[src/rtl/adder_share_arbiter.sv]
// adder_share_arbiter: round-robin arbiter that time-shares one external
// 16-bit adder among NREQ requesters. Each transaction runs in three phases:
// IDLE (grant and operand capture), ADD (sample the adder's sum) and
// RESP (hold the tagged result until the consumer accepts it).
module adder_share_arbiter #(
    parameter int NREQ = 4,
    parameter int W    = 16,
    localparam int IDW = (NREQ > 1) ? $clog2(NREQ) : 1
) (
    input  logic                clk,
    input  logic                rst,
    input  logic [NREQ-1:0]     req,
    input  logic [NREQ*W-1:0]   a_in,
    input  logic [NREQ*W-1:0]   b_in,
    output logic [NREQ-1:0]     gnt,
    output logic [W-1:0]        add_a,
    output logic [W-1:0]        add_b,
    input  logic [W-1:0]        add_s,
    output logic                rsp_valid,
    output logic [IDW-1:0]      rsp_id,
    output logic [W-1:0]        rsp_sum,
    output logic                rsp_carry,
    output logic                rsp_ovf,
    input  logic                rsp_ready,
    output logic                busy
);

    typedef enum logic [1:0] {
        IDLE = 2'd0,
        ADD  = 2'd1,
        RESP = 2'd2
    } state_t;

    state_t           state_reg;
    logic [IDW-1:0]   ptr_reg;

    // Unpacked views of the flattened operand buses.
    logic [W-1:0]     a_arr [NREQ];
    logic [W-1:0]     b_arr [NREQ];

    genvar gi;
    generate
        for (gi = 0; gi < NREQ; gi++) begin : g_unpack
            assign a_arr[gi] = a_in[gi*W +: W];
            assign b_arr[gi] = b_in[gi*W +: W];
        end
    endgenerate

    logic             win_valid;
    logic [IDW-1:0]   win_idx;

    // Pick the first requester at or above ptr, wrapping around. Scanning
    // the offsets from farthest to nearest lets the nearest hit win.
    always_comb begin
        win_valid = 1'b0;
        win_idx   = '0;
        for (int k = NREQ - 1; k >= 0; k--) begin
            if (req[(int'(ptr_reg) + k) % NREQ]) begin
                win_valid = 1'b1;
                win_idx   = IDW'((int'(ptr_reg) + k) % NREQ);
            end
        end
    end

    // Grant only exists in IDLE; ADD and RESP never expose a grant.
    always_comb begin
        gnt = '0;
        if (state_reg == IDLE && win_valid) begin
            gnt = NREQ'(1) << win_idx;
        end
    end

    assign busy = (state_reg != IDLE);

    // Sequencer: capture operands on grant, sample the sum one cycle later,
    // then hold the response until it is accepted.
    always_ff @(posedge clk) begin
        if (rst) begin
            state_reg <= IDLE;
            ptr_reg   <= '0;
            add_a     <= '0;
            add_b     <= '0;
            rsp_valid <= 1'b0;
            rsp_id    <= '0;
            rsp_sum   <= '0;
            rsp_carry <= 1'b0;
            rsp_ovf   <= 1'b0;
        end else begin
            case (state_reg)
                IDLE: begin
                    if (win_valid) begin
                        add_a     <= a_arr[win_idx];
                        add_b     <= b_arr[win_idx];
                        rsp_id    <= win_idx;
                        ptr_reg   <= (win_idx == IDW'(NREQ - 1)) ? '0 : win_idx + 1'b1;
                        state_reg <= ADD;
                    end
                end
                ADD: begin
                    rsp_sum   <= add_s;
                    // A wrapped unsigned sum is always smaller than either operand.
                    rsp_carry <= (add_s < add_a);
                    rsp_ovf   <= (add_a[W-1] == add_b[W-1]) && (add_s[W-1] != add_a[W-1]);
                    rsp_valid <= 1'b1;
                    state_reg <= RESP;
                end
                RESP: begin
                    if (rsp_ready) begin
                        rsp_valid <= 1'b0;
                        state_reg <= IDLE;
                    end
                end
                default: begin
                    rsp_valid <= 1'b0;
                    state_reg <= IDLE;
                end
            endcase
        end
    end

endmodule

[config.mk]
export PLATFORM = sky130hd
export DESIGN_NAME = adder_share_arbiter
export DESIGN_NICKNAME = d
export VERILOG_FILES = /design/src/rtl/adder_share_arbiter.sv
export SDC_FILE = /design/constraint.sdc
export NUM_CORES = 1
export LEC_CHECK = 0
export ABC_CLOCK_PERIOD_IN_PS = 2000
export CAP_MARGIN = 40
export CORE_MARGIN = 2
export CORE_UTILIZATION = 38
export CTS_CLUSTER_SIZE = 14
export DETAILED_ROUTE_END_ITERATION = 10
export GPL_TIMING_DRIVEN = 0
export PLACE_DENSITY = 0.81
export SLEW_MARGIN = 10
export SYNTH_ARGS = -nofsm -noshare
export SYNTH_HDL_FRONTEND = slang
export SYNTH_SLANG_ARGS = --single-unit
[constraint.sdc]
create_clock -name clk -period 2 [get_ports clk]
set_input_delay 0.4 -clock clk [delete_from_list [all_inputs] [get_ports clk]]
set_output_delay 0.4 -clock clk [all_outputs]
set_load 0.02 [all_outputs]
==> results of run 1 <==
[timing repair]
item                       in CTS  in global routing
setup endpoints to repair      26                 35
buffers inserted               11                  2
pin swaps                       9                  5
resized for setup              66                  5
[layer usage]
| layer | GRT usage (%) | part of all wire, % |
|---|---|---|
| met4 | 10.7 | 2.4 |
| met3 | 5.89 | 6.3 |
| met1 | 29.3 | 40 |
| met2 | 47.2 | 51 |
| met5 | 0 | 0 |
[worst min path at each step]
stage	from	endpoint
after floorplan	ptr_reg[0]	ptr_reg[0]
after global placement	rsp_sum[15]	rsp_sum[15]
after detailed placement	rsp_sum[14]	rsp_sum[14]
after CTS	rsp_sum[14]	rsp_sum[14]
after global routing	rsp_sum[12]	rsp_sum[12]
final	rsp_sum[14]	rsp_sum[14]
[power by group through the flow]
stage	combinational [W]	sequential (W)	clock, W
final	0.00216	0.00145	0.00110
after global routing	0.00232	0.00147	0.00116
after CTS	0.00213	0.00144	0.00111
after detailed placement	0.00199	0.00146	0
after global placement	0.00195	0.00146	0
after floorplan	0.000904	0.00164	0
[tightest hold or removal path, cell delays in order, from the launching register on]
cell and delay [ps]:
dfxtp_1 310, nand2_1 50, a21oi_1 50
[logic make-up (layout without fill, tap and decap cells)]
| logic type | after synthesis | in the layout |
|---|---|---|
| AOI/OAI and AO/OA | 136 | 136 |
| and+or+nand+nor | 134 | 134 |
| DFF | 57 | 57 |
| buffers and inverters | 52 | 287 |
| muxes | 36 | 36 |
| adders and majority gates | 19 | 19 |
| xor gates and xnor gates | 1 | 1 |
[layout make-up]
type	instances	area [um2]
fillers	723	2970
multi-input cells	326	2270
repair buffers	220	2170
flip-flops and latches	57	1150
plain buffers	31	160
clock buffers	11	141
well taps	111	139
inverters	20	87.6
clock inverters	5	55.1
[through the flow]
stage / util [%] / hold WS [ps]
3_3_place_gp: 62.9 / 441
4_1_cts: 67.1 / 458
6_report: 67.5 / 457
5_1_grt: 67.5 / 468
3_5_place_dp: 62.9 / 447
2_1_floorplan: - / 504
[cell usage in the layout (no fill, tap or decap), types with 3 or more instances in the layout]
cell             netlist  routed
a211oi_1               3       3
a21o_1                33      33
a21oi_1               24      23
and2_4                 0       4
buf_2                 11      13
buf_4                  0      11
buf_6                  1       7
clkbuf_1              15      16
clkbuf_8               0      10
clkdlybuf4s50_1        0     198
dfxtp_1               57      55
ha_1                  19      15
ha_4                   0       4
inv_1                 19      18
mux2i_1               36      35
nand2_1               66      66
nand3_1               33      33
nor2_1                13      12
nor2b_1                4       4
o211ai_1              32      32
o21ai_0               33      33
==> flow_summary.toml, run 1 <==
[run_status]
status = "finished with violations"
violations = "setup timing"

[floorplan]
die_x_um = 101
die_area_mm2 = 0.0101
core_mm2 = 0.00915
initial_utilization_pct = 38.7
ios = 209
dieHeight_um = 101
num_rows = 35

[synthesis]
ys_ff_latch = 57
synth_common_cells = "nand2_1 (66), dfxtp_1 (57), mux2i_1 (36)"
synth-simple-area-share_pct = 17.7
ys_seq_area_share_pct = 32.2
synth_xor_area_share_pct = 0.247
synth_warnings = 0
syn_area_per_cell_um2 = 8.14
synth_area_mm2 = 0.00354
synthFlopType = "dfxtp_1"
synthMuxAreaShare_pct = 10.2
synth-edff-count = 0
synthTopCellsByArea = "dfxtp_1 (32%), mux2i_1 (10%), a21o_1 (7.0%)"
syn_nets = 605
yosysUniqueCellTypes = 42
synth_cells = 435
synth_top_family_by_area = "compound AO/OA/AOI/OAI gates"
synth-compound-area-share_pct = 25.8
synthArstFlopShare_pct = 0
synth_top_area_share_pct = 32.2
yosys.area.top_type = "dfxtp_1"
synthAdderAreaFrac_pct = 6.71
synth.most_common_cell = "nand2_1"

[power_and_ir_drop]
p_int_w = 0.00301
power.switching_w = 0.00171
cellPowerDensity_mw_per_mm2 = 763
p_comb_share_pct = 45.9
power_leakage_nw = 2.34
switching_share_pct = 36.2
totalPowerFinal_w = 0.00471
sequentialPowerShare_pct = 30.8
ir_worst_vdd_uv = 379
p_clk_share_pct = 23.3

[place]
portBuffers = 207
place_congestion = 0.873
place_hpwl_um = 10000
preCtsSetupSlack_ps = -1210
place_area_mm2 = 0.00575
placed_cells = 753

[route]
wl_per_cell_um = 17.1
wl_um = 13300
vias_per_cell = 5.36
via_count = 4187
postRouteAntennaNets = 0
drt_iter0_drc = 135
first_pass_iters = 4
route.detailed.drc = 0

[timing]
timing.slew.headroom_pct = 62.6
slew_violations = 0
fmax_ghz = 0.451
hold_viol = 0
setup_viol = 4
tightest_slew_ps = 562
worst_slack_ps = -219
fin_tns_setup_ps = -839
finalCritPeriodShare_pct = 111
fin_worst_skew_ps = 8.31
layout_min_cycle_time_ps = 2220
rsz0062_at_grt = "yes"

[worst_setup_path]
critPathKind = "reg -> out"
ff2ff_setup_slack_ps = 90
crit_cells = 7
required_ps = 1600
reg2reg_depth = 7
reg2reg_from = "ptr_reg[1]"
crit_arrival_ps = 1820
crit_path_start_kind = "flip-flop"
critPathCaptureType = "output port"
cpPeakStageDelay_ps = 390
slowest_stage = "dfxtp_4"
critPathCapture = "gnt[0]"
regToRegEndpoint = "add_a[6]"
crit_buf_inv = 2
crit_path_start = "ptr_reg[1]"
crit_chain = "mux2i_4 > nor2_4 > nor3_4 > inv_2 > ha_4 > and2_4 > buf_6"
worstPathMaxFanout = 4
cp_top_family = "simple AND/OR/NAND/NOR gates"

[clock_tree]
cts_max_level = 3
cts_sinks = 57
clockBufferDepth = 2
cts_hold_buf = 0
clkTransAtPathRegs_ps = 70
cts_tree = "yes"
clkLatencyLatePin_ps = 340
cts_made_buffers = 9
cts_root_buffer = "clkbuf_8"

[final_layout]
syn2layout_area_growth_pct = 74.4
layout.nets = 835
instances_no_fill = 781
final_cell_area_mm2 = 0.00618
num_antenna_cells = 0
reg_top3 = "add_a (16), add_b (16), rsp_sum (16)"
drive_above_1_share_pct = 11.5

[job]
drv_cap = 0

[global_route]
grt_pass1_wl_um = 20600
grt_usage_pct = 26.0
grt_pass1_vias = 4264
antenna_found_initial = 0
grt_overflow = 0
grt_start_max_net_pins = 11

[worst_hold_path]
min_path_cells = 2
min_path_type = "reg -> reg"
No activity file was read; power rests on OpenSTA's default activity.
==> run 2, diff against run 1 <==
Settings changed: GPL_TIMING_DRIVEN 0 to unset.
==> run 2 against run 1 <==
  * The flow still finishes with violations (setup timing)
  * Sequential cell count unchanged
  * Largest cell class unchanged
  * Critical path depth unchanged
  * Die area unchanged
  * Highest routed layer unchanged
  * Global-route usage down 1.2 points
  * First-iteration DRC count up 14%
==> flow_summary.toml, run 2 (synthesis gave the netlist of run 1 again) <==
[place]
place_hpwl_um = 9660
preCtsSetupSlack_ps = -896
place_congestion = 0.830
portBuffers = 208

[job]
drv_cap = 0

[route]
wl_um = 12800
wl_per_cell_um = 16.5
via_count = 4047
route.detailed.drc = 0
first_pass_iters = 6
postRouteAntennaNets = 0
drt_iter0_drc = 154
vias_per_cell = 5.22

[worst_setup_path]
required_ps = 1600
crit_path_start_kind = "flip-flop"
critPathCaptureType = "output port"
crit_arrival_ps = 1770
reg2reg_from = "ptr_reg[0]"
ff2ff_setup_slack_ps = 110
regToRegEndpoint = "add_a[6]"
worstPathMaxFanout = 4
reg2reg_depth = 8
critPathKind = "reg -> out"

[timing]
slew_violations = 0
timing.slew.headroom_pct = 62.2
fin_worst_skew_ps = 5.63
tightest_slew_ps = 566
layout_min_cycle_time_ps = 2170
fin_tns_setup_ps = -595
fmax_ghz = 0.461
rsz0062_at_grt = "yes"
finalCritPeriodShare_pct = 109
hold_viol = 0
setup_viol = 4
worst_slack_ps = -171

[power_and_ir_drop]
power_leakage_nw = 2.39
power.switching_w = 0.00164
sequentialPowerShare_pct = 32.1
p_clk_share_pct = 20.5
ir_worst_vdd_uv = 458
switching_share_pct = 36.5
cellPowerDensity_mw_per_mm2 = 727
p_comb_share_pct = 47.5
p_int_w = 0.00285

[final_layout]
layout.nets = 829
drive_above_1_share_pct = 12.2
nFillCells = 749
layout_common_cells = "clkdlybuf4s50_1 (199), nand2_1 (66), dfxtp_1 (56)"
syn2layout_area_growth_pct = 74.3
num_antenna_cells = 0
final_common_cell = "clkdlybuf4s50_1"
reg_top3 = "add_a (16), add_b (16), rsp_sum (16)"

[clock_tree]
cts_root_buffer = "clkbuf_8"
cts_tree = "yes"
clockBufferDepth = 2
cts_sinks = 57
cts_hold_buf = 0
clkLatencyLatePin_ps = 330
cts_made_buffers = 9
clkTransAtPathRegs_ps = 70
cts_max_level = 3

[floorplan]
initial_utilization_pct = 38.7
ios = 209
core_mm2 = 0.00915
die_area_mm2 = 0.0101
num_rows = 35
die_x_um = 101
dieHeight_um = 101

[run_status]
violations = "setup timing"
status = "finished with violations"

[global_route]
antenna_found_initial = 0
grt_overflow = 0
grt_pass1_wl_um = 20000
grt_start_max_net_pins = 34
grt_usage_pct = 24.8
grt_pass1_vias = 4211

[worst_hold_path]
min_delay_worst_endpoint = "rsp_sum[1]"
min_path_type = "reg -> reg"
min-delay-start = "rsp_sum[1]"
min_path_cells = 2
run 2: cell count changes in the layout (fill, tap and decap cells not counted), moves of 3 or more:
| cell | change |
|---|---|
| ha_4 | -4 |
| clkbuf_1 | -15 |
| buf_2 | -13 |
| ha_2 | +3 |
| buf_12 | +5 |
| buf_4 | +19 |
run 2: power groups by stage:
stage,clock network (W),logic [W],registers (W)
floorplan,0,0.000904,0.00164
global placement,0,0.00201,0.00145
detailed placement,0,0.00207,0.00146
CTS,0.000935,0.00210,0.00144
global route,0.000992,0.00229,0.00146
finish,0.000918,0.00213,0.00144
run 2: worst max-delay path by stage:
stage,startpoint,to,slack (ps),cells past startpoint
finish,ptr_reg[1],gnt[0],-170,7
global route,ptr_reg[1],gnt[0],-260,7
CTS,ptr_reg[1],gnt[2],-200,7
detailed placement,req[2],gnt[2],-900,9
global placement,req[2],gnt[2],-800,9
floorplan,req[2],gnt[3],6,7
run 2: final cells by class:
cell class                 instances  area (um2)  share of cell area (%)
clock buffer                      10         128                    2.07
clock inverter                     6        35.0                   0.567
inverter                          20        77.6                    1.26
multi-input combinational        326        2200                    35.7
sequential                        57        1140                    18.5
tap                              111         139                    2.25
timing repair buffer             245        2450                    39.7
run 2: what timing repair did:
action,4_1_cts,5_1_grt
gates resized for setup,40,7
pin swaps,3,4
setup buffers,3,2
gates cloned,0,1
endpoints found under the setup margin,36,8
run 2: per-layer routing:
layer	wire length, um	GRT usage [%]
met1	5270	28.6
met2	6640	44.7
met3	625	4.99
met4	286	10.2
met5	0	0
run 2: through the flow:
| stage | utilization [%] | total power [W] | cell area, um2 | hold WS [ps] | instances |
|---|---|---|---|---|---|
| finish | 67.5 | 0.00449 | 6170 | 455 | 775 |
| global placement | 64.4 | 0.00346 | 5890 | 441 | 753 |
| CTS | 66.8 | 0.00447 | 6110 | 455 | 772 |
| global route | 67.5 | 0.00475 | 6170 | 487 | 775 |
| detailed placement | 64.4 | 0.00353 | 5890 | 446 | 753 |
| floorplan | - | 0.00254 | 3540 | 504 | 435 |
run 2: critical path, cell delays in order (launching register included):
cell and delay (ps):
dfxtp_4 370, mux2i_2 220, nor2_2 70, nor3_4 270
inv_2 70, ha_2 190, and2_4 130, buf_6 120
==> run 3, diff against run 2 <==
Settings changed: CORE_ASPECT_RATIO set to 0.7, CORE_MARGIN 2 to unset, GPL_ROUTABILITY_DRIVEN set to 1.
==> run 3 against run 2 <==
  * The flow still finishes with violations (setup timing)
  * Worst hold slack got worse by 5.1 ps
  * Sequential cell count unchanged
  * First-iteration DRC count up 38%
  * Critical endpoint is now gnt[2]
  * Largest power group unchanged
==> flow_summary.toml, run 3 (synthesis gave the netlist of run 1 again) <==
[worst_setup_path]
worstPathMaxFanout = 4
crit_arrival_ps = 1850
crit_buf_inv = 2
required_ps = 1600
crit_path_start_kind = "flip-flop"
critPathCaptureType = "output port"
critPathKind = "reg -> out"
crit_chain = "mux2i_2 > nor2_2 > nor3_4 > inv_2 > ha_2 > and2_4 > buf_6"
slowest_stage = "dfxtp_4"
cpPeakStageDelay_ps = 380
cp_top_family = "simple AND/OR/NAND/NOR gates"

[floorplan]
die_area_mm2 = 0.00972
dieHeight_um = 82.8
num_rows = 29
initial_utilization_pct = 39.0
core_mm2 = 0.00907
die_x_um = 117
ios = 209

[power_and_ir_drop]
p_clk_share_pct = 29.0
p_comb_share_pct = 43.3
p_int_w = 0.00348
power_leakage_nw = 2.52
sequentialPowerShare_pct = 27.7
ir_worst_vdd_uv = 460
switching_share_pct = 33.2
power.switching_w = 0.00173
cellPowerDensity_mw_per_mm2 = 803

[final_layout]
final_common_cell = "clkdlybuf4s50_1"
drive_above_1_share_pct = 13.9
nFillCells = 689
reg_top3 = "add_a (16), add_b (16), rsp_sum (16)"
instances_no_fill = 798
num_antenna_cells = 0
layout_common_cells = "clkdlybuf4s50_1 (199), nand2_1 (65), dfxtp_1 (56)"
layout.nets = 839
syn2layout_area_growth_pct = 83.2
final_util_pct = 71.5

[timing]
layout_min_cycle_time_ps = 2250
slew_violations = 0
finalCritPeriodShare_pct = 112
worst_slack_ps = -248
fin_worst_skew_ps = 8.49
hold_viol = 0
rsz0062_at_grt = "yes"
timing.slew.headroom_pct = 73.8
fin_tns_setup_ps = -893
fmax_ghz = 0.445
setup_viol = 4
tightest_slew_ps = 393

[route]
dr_wl_met2_um = 6280
top_layer = "met4"
wl_met1_um = 5450
postRouteAntennaNets = 0
drt_iter0_drc = 213
via_count = 4217
first_pass_iters = 5
vias_per_cell = 5.28
wl_per_cell_um = 16.4
route.detailed.drc = 0
met3_length_um = 1130
wl_um = 13100

[clock_tree]
clockBufferDepth = 2
cts_max_level = 3
cts_sinks = 57
cts_tree = "yes"
cts_made_buffers = 9
clkLatencyLatePin_ps = 310
clkTransAtPathRegs_ps = 50
cts_root_buffer = "clkbuf_16"

[global_route]
grt_pass1_wl_um = 19400
grt_overflow = 0
grt_pass1_vias = 4032
grt_usage_pct = 25.5
grt_start_max_net_pins = 33
antenna_found_initial = 0

[place]
placed_cells = 771
preCtsSetupSlack_ps = -913
place_congestion = 0.899
portBuffers = 208
place_hpwl_um = 9590

[run_status]
status = "finished with violations"
violations = "setup timing"

[worst_hold_path]
min_path_type = "reg -> reg"

[job]
drv_cap = 0
## run 3: cell types whose count changed in the layout (fill, tap and decap cells not counted), moves of 2 or more
cell	previous run	this run
ha_4	0	2
buf_6	5	9
clkbuf_16	1	12
clkinv_2	4	2
buf_4	30	32
clkbuf_8	9	1
## run 3: path summary, 6_finish.rpt
kind / from / to / slack [ps] / depth (start not counted)
worst max-delay path: ptr_reg[1] / gnt[2] / -250 / 7
worst min-delay path: rsp_sum[4] / rsp_sum[4] / 450 / 2
worst max register to register: ptr_reg[1] / add_b[12] / 50 / 10
worst min register to register: rsp_sum[4] / rsp_sum[4] / 450 / 2
## run 3: per-stage QoR
stage | cell area (um2) | power (W) | hold WS [ps]
after floorplan | 3540 | 0.00254 | 504
after global placement | 5950 | 0.00349 | 444
after detailed placement | 5950 | 0.00355 | 447
after CTS | 6330 | 0.00513 | 454
after global routing | 6490 | 0.00548 | 477
final | 6490 | 0.00521 | 450
## run 3: power groups by stage
stage               combinational, W  sequential (W)  clock, W
finish                       0.00225         0.00144   0.00151
global route                 0.00242         0.00147   0.00159
CTS                          0.00215         0.00144   0.00155
detailed placement           0.00209         0.00146         0
global placement             0.00204         0.00145         0
floorplan                   0.000904         0.00164         0
## run 3: tightest hold or removal path: cells and delay by family, from the launching register on
family / cells / cell delay, ps
AO/OA/AOI/OAI: 1 / 50
flip-flops: 1 / 300
AND/OR/NAND/NOR: 1 / 50
## run 3: repair_timing
| action | 4_1_cts | 5_1_grt |
|---|---|---|
| resized for setup | 45 | 13 |
| endpoints found under the hold margin | 0 | 0 |
| setup endpoints to repair | 37 | 21 |
| cloned | 0 | 3 |
| pin swaps | 3 | 8 |
| hold buffers | 0 | 0 |
| buffers inserted | 5 | 3 |
## run 3: per-layer routing
layer	global-route usage, %	vias up
li1	-	2018
met5	0	-
met4	8.96	0
met1	28.4	1964
met3	7.24	26
met2	47.6	209
## run 3: layout make-up
cell class	count	area [um2]	area share, %
multi-input cells	326	2220	34.3
clock buffers	11	243	3.74
inverters	20	77.6	1.20
clock inverters	5	55.1	0.848
well taps	124	155	2.39
repair buffers	255	2590	39.9
flip-flops and latches	57	1140	17.6
